[src/rtl/acc_icb_arbiter.sv]
// acc_icb_arbiter
//   2:1 ICB arbiter that shares the accelerator memory port between the
//   weight-fetch engine (m0) and the feature-map engine (m1).
//   Command grant is round-robin and is held while a granted command is
//   stalled. An in-order FIFO of issuing IDs routes each response back to
//   the requester that issued the matching command.
// Ports
//   clk, rst                      clock, synchronous active-high reset
//   mN_icb_cmd_*  (N=0,1)         requester command channel (valid/ready/read/addr/wdata/wmask)
//   mN_icb_rsp_*                  routed response channel (valid/ready/err/rdata)
//   acc_icb_cmd_*                 muxed command to memory
//   acc_icb_rsp_*                 memory response
//   outs_cnt                      registered count of outstanding commands
//   unexp_rsp                     sticky flag: response seen with nothing outstanding
module acc_icb_arbiter #(
   parameter int ADDR_W     = 32,
   parameter int DATA_W     = 32,
   parameter int OUTS_DEPTH = 4
) (
   input  logic                         clk,
   input  logic                         rst,
   input  logic                         m0_icb_cmd_valid,
   output logic                         m0_icb_cmd_ready,
   input  logic                         m0_icb_cmd_read,
   input  logic [ADDR_W-1:0]            m0_icb_cmd_addr,
   input  logic [DATA_W-1:0]            m0_icb_cmd_wdata,
   input  logic [DATA_W/8-1:0]          m0_icb_cmd_wmask,
   output logic                         m0_icb_rsp_valid,
   input  logic                         m0_icb_rsp_ready,
   output logic                         m0_icb_rsp_err,
   output logic [DATA_W-1:0]            m0_icb_rsp_rdata,
   input  logic                         m1_icb_cmd_valid,
   output logic                         m1_icb_cmd_ready,
   input  logic                         m1_icb_cmd_read,
   input  logic [ADDR_W-1:0]            m1_icb_cmd_addr,
   input  logic [DATA_W-1:0]            m1_icb_cmd_wdata,
   input  logic [DATA_W/8-1:0]          m1_icb_cmd_wmask,
   output logic                         m1_icb_rsp_valid,
   input  logic                         m1_icb_rsp_ready,
   output logic                         m1_icb_rsp_err,
   output logic [DATA_W-1:0]            m1_icb_rsp_rdata,
   output logic                         acc_icb_cmd_valid,
   input  logic                         acc_icb_cmd_ready,
   output logic                         acc_icb_cmd_read,
   output logic [ADDR_W-1:0]            acc_icb_cmd_addr,
   output logic [DATA_W-1:0]            acc_icb_cmd_wdata,
   output logic [DATA_W/8-1:0]          acc_icb_cmd_wmask,
   input  logic                         acc_icb_rsp_valid,
   output logic                         acc_icb_rsp_ready,
   input  logic                         acc_icb_rsp_err,
   input  logic [DATA_W-1:0]            acc_icb_rsp_rdata,
   output logic [$clog2(OUTS_DEPTH):0]  outs_cnt,
   output logic                         unexp_rsp
);

   localparam int PW = $clog2(OUTS_DEPTH);
   localparam int CW = PW + 1;

   typedef enum logic {ARB_FREE, ARB_HOLD} arb_state_e;

   arb_state_e           state_q, state_d;
   logic                 last_gnt_q;
   logic                 rr_ptr_q;
   logic [OUTS_DEPTH-1:0] ids_q;
   logic [PW-1:0]        wr_ptr_q, rd_ptr_q;
   logic [CW-1:0]        cnt_q, cnt_d;
   logic                 unexp_q;

   logic gnt;
   logic gnt_valid;
   logic fifo_full;
   logic fifo_empty;
   logic cmd_hs;
   logic head;
   logic push, pop;

   assign fifo_full  = (cnt_q == CW'(OUTS_DEPTH));
   assign fifo_empty = (cnt_q == '0);
   assign head       = ids_q[rd_ptr_q];

   // ---------------- grant FSM: state register ----------------
   always_ff @(posedge clk) begin
      if (rst) begin
         state_q    <= ARB_FREE;
         last_gnt_q <= 1'b0;
         rr_ptr_q   <= 1'b0;
      end else begin
         state_q    <= state_d;
         last_gnt_q <= gnt;
         if (cmd_hs) rr_ptr_q <= ~gnt;
      end
   end

   // ---------------- grant FSM: next state ----------------
   // HOLD whenever the granted requester is presenting a command that did
   // not complete, so the grant cannot move away from a pending command.
   always_comb begin
      state_d = ARB_FREE;
      if (gnt_valid && !cmd_hs) state_d = ARB_HOLD;
   end

   // ---------------- grant FSM: outputs ----------------
   always_comb begin
      gnt = 1'b0;
      if (state_q == ARB_HOLD)                          gnt = last_gnt_q;
      else if (m0_icb_cmd_valid && m1_icb_cmd_valid)    gnt = rr_ptr_q;
      else if (m1_icb_cmd_valid)                        gnt = 1'b1;
      gnt_valid = gnt ? m1_icb_cmd_valid : m0_icb_cmd_valid;
   end

   // ---------------- command mux ----------------
   assign acc_icb_cmd_valid = gnt_valid & ~fifo_full;
   assign acc_icb_cmd_read  = gnt ? m1_icb_cmd_read  : m0_icb_cmd_read;
   assign acc_icb_cmd_addr  = gnt ? m1_icb_cmd_addr  : m0_icb_cmd_addr;
   assign acc_icb_cmd_wdata = gnt ? m1_icb_cmd_wdata : m0_icb_cmd_wdata;
   assign acc_icb_cmd_wmask = gnt ? m1_icb_cmd_wmask : m0_icb_cmd_wmask;
   assign m0_icb_cmd_ready  = ~gnt & acc_icb_cmd_ready & ~fifo_full;
   assign m1_icb_cmd_ready  =  gnt & acc_icb_cmd_ready & ~fifo_full;
   assign cmd_hs            = acc_icb_cmd_valid & acc_icb_cmd_ready;

   // ---------------- response routing ----------------
   assign m0_icb_rsp_valid  = acc_icb_rsp_valid & ~fifo_empty & ~head;
   assign m1_icb_rsp_valid  = acc_icb_rsp_valid & ~fifo_empty &  head;
   assign m0_icb_rsp_err    = acc_icb_rsp_err;
   assign m1_icb_rsp_err    = acc_icb_rsp_err;
   assign m0_icb_rsp_rdata  = acc_icb_rsp_rdata;
   assign m1_icb_rsp_rdata  = acc_icb_rsp_rdata;
   // With nothing outstanding a response is accepted and dropped so the
   // memory side cannot wedge on a stray response.
   assign acc_icb_rsp_ready = fifo_empty ? acc_icb_rsp_valid
                                         : (head ? m1_icb_rsp_ready : m0_icb_rsp_ready);

   // ---------------- outstanding-ID FIFO ----------------
   // Push is gated by the registered full flag, so push+pop at full never
   // happens; push+pop below full leaves the count unchanged.
   assign push = cmd_hs;
   assign pop  = acc_icb_rsp_valid & acc_icb_rsp_ready & ~fifo_empty;

   always_comb begin
      cnt_d = cnt_q;
      case ({push, pop})
         2'b10:   cnt_d = cnt_q + CW'(1);
         2'b01:   cnt_d = cnt_q - CW'(1);
         default: cnt_d = cnt_q;
      endcase
   end

   always_ff @(posedge clk) begin
      if (rst) begin
         wr_ptr_q <= '0;
         rd_ptr_q <= '0;
         cnt_q    <= '0;
         unexp_q  <= 1'b0;
      end else begin
         if (push) wr_ptr_q <= wr_ptr_q + PW'(1);
         if (pop)  rd_ptr_q <= rd_ptr_q + PW'(1);
         cnt_q <= cnt_d;
         if (acc_icb_rsp_valid && fifo_empty) unexp_q <= 1'b1;
      end
   end

   // ID storage needs no reset: entries are only read once written.
   always_ff @(posedge clk) begin
      if (push) ids_q[wr_ptr_q] <= gnt;
   end

   assign outs_cnt  = cnt_q;
   assign unexp_rsp = unexp_q;

endmodule
[config.mk]
export PLATFORM = sky130hd
export DESIGN_NAME = acc_icb_arbiter
export DESIGN_NICKNAME = d
export VERILOG_FILES = /design/src/rtl/acc_icb_arbiter.sv
export SDC_FILE = /design/constraint.sdc
export NUM_CORES = 1
export LEC_CHECK = 0
export ABC_AREA = 1
export BUFFER_PORTS_ARGS = -buffer_cell sky130_fd_sc_hd__buf_4
export CAP_MARGIN = 20
export CORE_AREA = 2 2 127 129
export CTS_CLUSTER_SIZE = 40
export DETAILED_ROUTE_END_ITERATION = 10
export DIE_AREA = 0 0 129 131
export HOLD_SLACK_MARGIN = 0.05
export PLACE_DENSITY = 0.41
export SLEW_MARGIN = 10
export SYNTH_ARGS = -nofsm -noshare
export SYNTH_HDL_FRONTEND = slang
export SYNTH_SLANG_ARGS = --single-unit
[constraint.sdc]
create_clock -name clk -period 6.05 [get_ports clk]
set_input_delay 1.5125 -clock clk [delete_from_list [all_inputs] [get_ports clk]]
set_output_delay 1.5125 -clock clk [all_outputs]
set_load 0.02 [all_outputs]
### After elaboration in Yosys (flattened, before gate mapping)

Cells that the tools add are included.

| storage, ports and cells | value |
|---|---|
| register bits | 15 |
| input port bits | 179 |
| logic and storage cells | 57 |

| cells by class | value |
|---|---|
| add/subtract/negate cells | 4 |
| order comparisons | 3 |
| eq/ne operators | 3 |
| multiplexer cells | 17 |
| bitwise logic cells | 15 |
| reductions and logical operators | 7 |

Operator list:

| kind | number |
|---|---|
| $mux 32 | 2 |
| $and 1x1->1 | 11 |
| $mux 1 | 10 |
| $lt 2x3->1 const B | 2 |
| $pmux 3 s2 | 1 |
| $add 2x1->2 const B | 2 |
| $bwmux 4 | 1 |
| $logic_and 1x1->1 | 4 |
| $mux 4 | 1 |
| $not 1->1 | 4 |
| $add 3x1->3 const B | 1 |
| $eq 3x3->1 const B | 1 |
| $logic_not 3->1 | 1 |
| $sub 3x1->3 const B | 1 |
| $bmux 1 s2 | 1 |
| $demux 1 s2 | 1 |
| $eq 2x1->1 const B | 1 |
| $eq 2x2->1 const B | 1 |
| $ge 2x1->1 const B | 1 |
| $reduce_bool 2->1 | 1 |
| $logic_not 1->1 | 1 |

### Logic depth before layout (Yosys ltp)

Gate-level depths: netlist of the first run.

| logic depth | value |
|---|---|
| depth after elaboration | 9 |
| mapped depth | 15 |

### Worst setup path after synthesis of the first run

OpenSTA, ideal clock, no wires.

| path | value |
|---|---|
| kind | input -> output |
| start | in m0_icb_cmd_valid |
| end | out m1_icb_cmd_ready |
| data arrival time | 2323 ps |
| data required time | 4537 ps |
| slack | 2215 ps |
| cell stages on the path | 6 |
| path through | inv_1 > o211ai_2 > nand2_2 > inv_2 > buf_4 > nor2_1 |

| between the ends | value |
|---|---|
| word-level cells in the longest chain between the ends | 5 |

Ends and longest elaborated chain:

| element | line | RTL |
|---|---|---|
| from (decl) | 22 | `input logic m0_icb_cmd_valid,` |
| $logic_and 1x1->1 | 106 | `else if (m0_icb_cmd_valid && m1_icb_cmd_valid) gnt = rr_ptr_q;` |
| $mux 1 | 106 |  |
| $mux 1 | 105 | `if (state_q == ARB_HOLD) gnt = last_gnt_q;` |
| $and 1x1->1 (2 in a row) | 118 | `assign m1_icb_cmd_ready = gnt & acc_icb_cmd_ready & ~fifo_full;` |
| to (decl) | 33 | `output logic m1_icb_cmd_ready,` |

Every way passes these cells.

### Worst setup path in the final report of the first run

| path | value |
|---|---|
| start | in m0_icb_cmd_valid |
| end | out acc_icb_cmd_wdata[25] |

| between the ends | value |
|---|---|
| word-level cells in the longest chain between the ends | 4 |

Ends and longest elaborated chain:

| element | line | RTL |
|---|---|---|
| $logic_and 1x1->1 | 106 |  |
| $mux 1 | 106 |  |
| $mux 1 | 105 |  |
| $mux 32 | 115 | `assign acc_icb_cmd_wdata = gnt ? m1_icb_cmd_wdata : m0_icb_cmd_wdata;` |
| to (decl) | 46 | `output logic [DATA_W-1:0] acc_icb_cmd_wdata,` |

Every way passes these cells.

==> results.toml, run 1 <==
[status]
status = "finished, final reports clean"

[global_routing]
grt_remaining_overflow = 0
grt_max_degree = 76
grt_pass1_vias = 2611
grt_pass1_wl_um = 13300
grt_use_total_pct = 9.73
antenna_found_initial = 0

[drt]
route.detailed.drc = 0
route.vias.total = 2763
ant_nets = 0
detail_route.wl_per_cell_um = 12.0
first_pass_iters = 4
drt_iter0_markers = 71
routed_wl_um = 9180
via_per_inst = 3.62

[sta]
clock.fmax_mhz = 227
maxSlewViolCount = 0
hold_violations = 0
rsz0062_at_grt = "false"
setup_tns_ps = 0
final-setup-viol-count = 0
slew_headroom_pct = 50.8
worstMarginPinSlew_ps = 738
skew_ps = 2.45
min_period_over_period_pct = 72.9
min_period_ps = 4410

[setup_path]
worstSetupPathType = "in2out"
worstPathCellList = "buf_4 -> inv_1 -> o211ai_2 -> nand2_2 -> buf_4 -> nand2_1 -> nand2_1 -> buf_4"
path_buf_inv = 4
max_stage_delay_ps = 590
crit_arrival_ps = 2900
crit_top_cell = "buf_4"
crit_path_start_kind = "primary input"
critPathTopFamily = "buffers and inverters"
cp-end-kind = "output port"
cp_max_fo = 75
cp.required_ps = 4540
crit_slowest_cell = "buf_4"

[floorplan]
initial_core_util_pct = 14.1
core_area_mm2 = 0.0156
ios = 324
die_height_um = 131
std_cell_rows = 46
dieArea_mm2 = 0.0169
die_w_um = 129

[clock_network]
hold_buffers = 0
cts_root_buffer = "clkbuf_16"
ctsResizeCount = 0
clk_latency_ps = 240
numCtsBuffers = 3
clockBufferDepth = 2
cts_tree = "yes"
path_clk_slew_ps = 50
cts_num_sinks = 15
htreeDepth = 1
cts_setup_buffers = 0

[power]
leakage_nw = 2.14
peakVddDrop_mv = 0.0914
power_density_mw_per_mm2 = 175

[synthesis]
synthCells = 397
synth_cell_types = 22
syn_area_mm2 = 0.00219
syn_nets = 582
ys_ff_latch = 15
syn_avg_cell_area_um2 = 5.53
yosysWarnings = 0
yosysSeqAreaShare_pct = 15.5

[placed_design]
gp_congestion = 0.742
io_buffers = 224
hpwl_um = 7850
dp_cells = 759

[cells_and_area]
drive_gt1_share_pct = 43.9
finalNetCount = 733
fill_cells = 1811
finalNonFillerCells = 763
areaGrowthSynthToFinish_pct = 67.3
antennaDiodeCount = 0

[min_path]
hp-class = "reg2reg"

[job]
drv_cap = 0
==> layer usage <==
layer	GRT usage (%)	up-vias	wire, um
li1	-	1427	-
met1	11.3	1169	3490
met2	18.2	156	4780
met3	2.40	11	812
met4	1.85	0	95
met5	0	-	0
==> synth_stat cells (all sizes together) <==
master	n	share of area (%)
clkbuf	2	0.34
nor2	14	2.5
buf	78	26
or2	1	0.29
o21ai	4	0.91
nand2	230	40
fa	1	0.91
a21oi	8	1.8
o211ai	1	0.57
inv	25	4.3
nor3	3	0.68
dfxtp	11	10
ha	5	2.9
nand4	2	0.57
nand3	8	3.1
edfxtp	4	5.5
==> state kept, by name, summed over array words and instances (netlist names) <==
| register | flops |
|---|---|
| state_q | 1 |
| ids_q | 4 |
| rd_ptr_q | 2 |
| last_gnt_q | 1 |
| wr_ptr_q | 2 |
| rr_ptr_q | 1 |
| outs_cnt | 3 |
| unexp_rsp | 1 |
==> kinds of logic after synthesis <==
group,after synthesis,share of synthesized area (%)
buf+inv,105,30.7
fa+ha+maj,6,3.76
flops,15,15.5
simple gates,258,46.7
compound gates,13,3.31
==> area by class of cell <==
cell class,count,area [um2],area share (%)
Inverter,25,93.8,2.56
Tap cell,216,270,7.36
Clock buffer,4,78.8,2.15
Multi-Input combinational cell,277,1180,32.1
Sequential cell,15,340,9.27
Timing Repair Buffer,226,1710,46.5
==> stage by stage <==
| step | power (W) | utilization [%] | worst slack (ps) | cell area, um2 | hold slack [ps] |
|---|---|---|---|---|---|
| after floorplan | 0.000385 | - | 2210 | 2190 | 437 |
| after global placement | 0.000515 | 23.0 | 1660 | 3590 | 436 |
| after detailed placement | 0.000517 | 23.0 | 1640 | 3590 | 439 |
| after CTS | 0.000651 | 23.5 | 1640 | 3670 | 447 |
| after global routing | 0.000691 | 23.5 | 1470 | 3670 | 458 |
| final | 0.000641 | 23.5 | 1640 | 3670 | 445 |
==> power breakdown <==
group	switching, W	leakage (nW)	total [W]	internal [W]
logic	0.000213	1.98	0.000390	0.000177
clock network	0.0000405	0.0382	0.000130	0.0000893
registers	0.00000832	0.128	0.000122	0.000113
==> path summary, 6_finish.rpt <==
kind	startpoint	end	slack, ps	cells past startpoint
worst max register to register	rd_ptr_q[0]	outs_cnt[2]	3840	15
worst min-delay path	unexp_rsp	unexp_rsp	450	2
worst min register to register	unexp_rsp	unexp_rsp	450	2
worst max-delay path	m0_icb_cmd_valid	acc_icb_cmd_wdata[25]	1640	8
==> tightest hold or removal path, cell delays in order, from the launching register on <==
cell and delay (ps):
dfxtp_1 300, inv_1 40, a21oi_1 50
==> cells in the final DEF, fill, tap and decap left out, drive strengths merged <==
master and count:
a21oi 8, buf 226, clkbuf 4, dfxtp 11, edfxtp 4, fa 1, ha 5, inv 25
nand2 230, nand3 8, nand4 2, nor2 14, nor3 3, o211ai 1, o21ai 4, or2 1
Note: power is estimated with default switching activity, not from simulation.
==> run 2: changes to the inputs <==
- CORE_AREA: 2 2 127 129 -> 2 2 125 127
- DIE_AREA: 0 0 129 131 -> 0 0 127 129
- PLACE_DENSITY: 0.41 -> 0.42
- clock period: 6.05 -> 4.29 ns (I/O delays scaled with it)
==> results.toml, run 2 (synthesis results as in run 1) <==
[global_routing]
grt_pass1_wl_um = 13800
grt_pass1_vias = 2607
grt_use_total_pct = 10.5
grt_max_degree = 42
grt_remaining_overflow = 0
antenna_found_initial = 0

[power]
netSwitchingPower_w = 0.000370
power.share.clock_pct = 20.0
peakVddDrop_mv = 0.119
leakage_nw = 2.15
p_comb_share_pct = 61.1
power_density_mw_per_mm2 = 249
internal-power_w = 0.000535
seq_power_share_pct = 18.8
switching_share_pct = 40.9

[clock_network]
clk_latency_ps = 240
clockBufferDepth = 2
path_clk_slew_ps = 50
hold_buffers = 0
cts_setup_buffers = 0
htreeDepth = 1
numCtsBuffers = 3
cts_num_sinks = 15
cts_root_buffer = "clkbuf_16"
cts_tree = "yes"
ctsResizeCount = 0

[min_path]
worstHoldStart = "unexp_rsp"
hp-class = "reg2reg"
hold-path-cell-count = 2

[sta]
skew_ps = 0.533
hold_violations = 0
slew_headroom_pct = 72.7
final-setup-viol-count = 0
rsz0062_at_grt = "false"
clock.fmax_mhz = 299
worstMarginPinSlew_ps = 409
maxSlewViolCount = 0
min_period_over_period_pct = 78.0
min_period_ps = 3350
setup_tns_ps = 0

[job]
drv_cap = 0

[placed_design]
gp_congestion = 0.734
placed_area_mm2 = 0.00356
io_buffers = 224
hpwl_um = 8120

[setup_path]
cp_max_fo = 41
crit_arrival_ps = 2280
crit_path_start_kind = "primary input"
cp.required_ps = 3220
rr_startpoint = "rd_ptr_q[0]"
ff2ff_path_depth = 15
cp-end-kind = "output port"
cp-startpoint = "m0_icb_cmd_valid"
worstSetupPathType = "in2out"

[floorplan]
std_cell_rows = 45
die_w_um = 127
core_area_mm2 = 0.0150
die_height_um = 129
ios = 324
initial_core_util_pct = 14.7
dieArea_mm2 = 0.0164

[cells_and_area]
fin_area_mm2 = 0.00364
largest_reg_flops = 4
layout_common_cells = "228 x nand2_1, 228 x buf_4, 23 x inv_1"
final_util_pct = 24.3
finalNetCount = 735
antennaDiodeCount = 0
top_register = "ids_q"
drive_gt1_share_pct = 44.1
fill_cells = 1720
areaGrowthSynthToFinish_pct = 65.8

[drt]
route.vias.total = 2765
route.detailed.drc = 0
via_per_inst = 3.75
ant_nets = 0
routed_wl_um = 9490
drt_iter0_markers = 100
detail_route.wl_per_cell_um = 12.9
first_pass_iters = 4

[status]
status = "finished, final reports clean"
-- run 2: worst max-delay path: stages --
cell	delay, ps
buf_4	80
inv_1	50
o211ai_2	170
nand2_2	90
inv_2	60
buf_4	350
nand2_1	90
nand2_1	130
buf_4	160
-- run 2: cell type report --
type / instances / area (um2) / area share (%)
inverters: 25 / 93.8 / 2.58
multi-input cells: 277 / 1180 / 32.4
flip-flops and latches: 15 / 340 / 9.35
clock buffers: 4 / 78.8 / 2.17
well taps: 188 / 235 / 6.46
repair buffers: 228 / 1710 / 47.0
-- run 2: per-layer routing --
| layer | share of wire, % | GRT usage [%] | vias to the layer above |
|---|---|---|---|
| li1 | - | - | 1429 |
| met1 | 41 | 14.0 | 1199 |
| met2 | 51 | 17.9 | 129 |
| met3 | 7.0 | 2.16 | 8 |
| met4 | 0.43 | 1.55 | 0 |
| met5 | 0 | 0 | - |
-- run 2: power groups by stage --
stage               sequential (W)  clock [W]  combinational, W
floorplan                 0.000179          0          0.000364
global placement          0.000173          0          0.000558
detailed placement        0.000174          0          0.000558
CTS                       0.000171   0.000187          0.000561
global route              0.000172   0.000194          0.000606
finish                    0.000171   0.000181          0.000553
-- run 2: worst paths after layout --
check | endpoint | slack (ps)
max reg2reg | outs_cnt[2] | 2080
min | unexp_rsp | 450
max | acc_icb_cmd_addr[25] | 940
min reg2reg | unexp_rsp | 450
-- run 2: stage by stage --
step	instances	setup slack, ps	hold slack (ps)	total power, W
after global placement	733	956	436	0.000731
after floorplan	397	1330	437	0.000543
after detailed placement	733	925	442	0.000732
after CTS	737	922	450	0.000919
final	737	942	446	0.000905
after global routing	737	770	463	0.000972
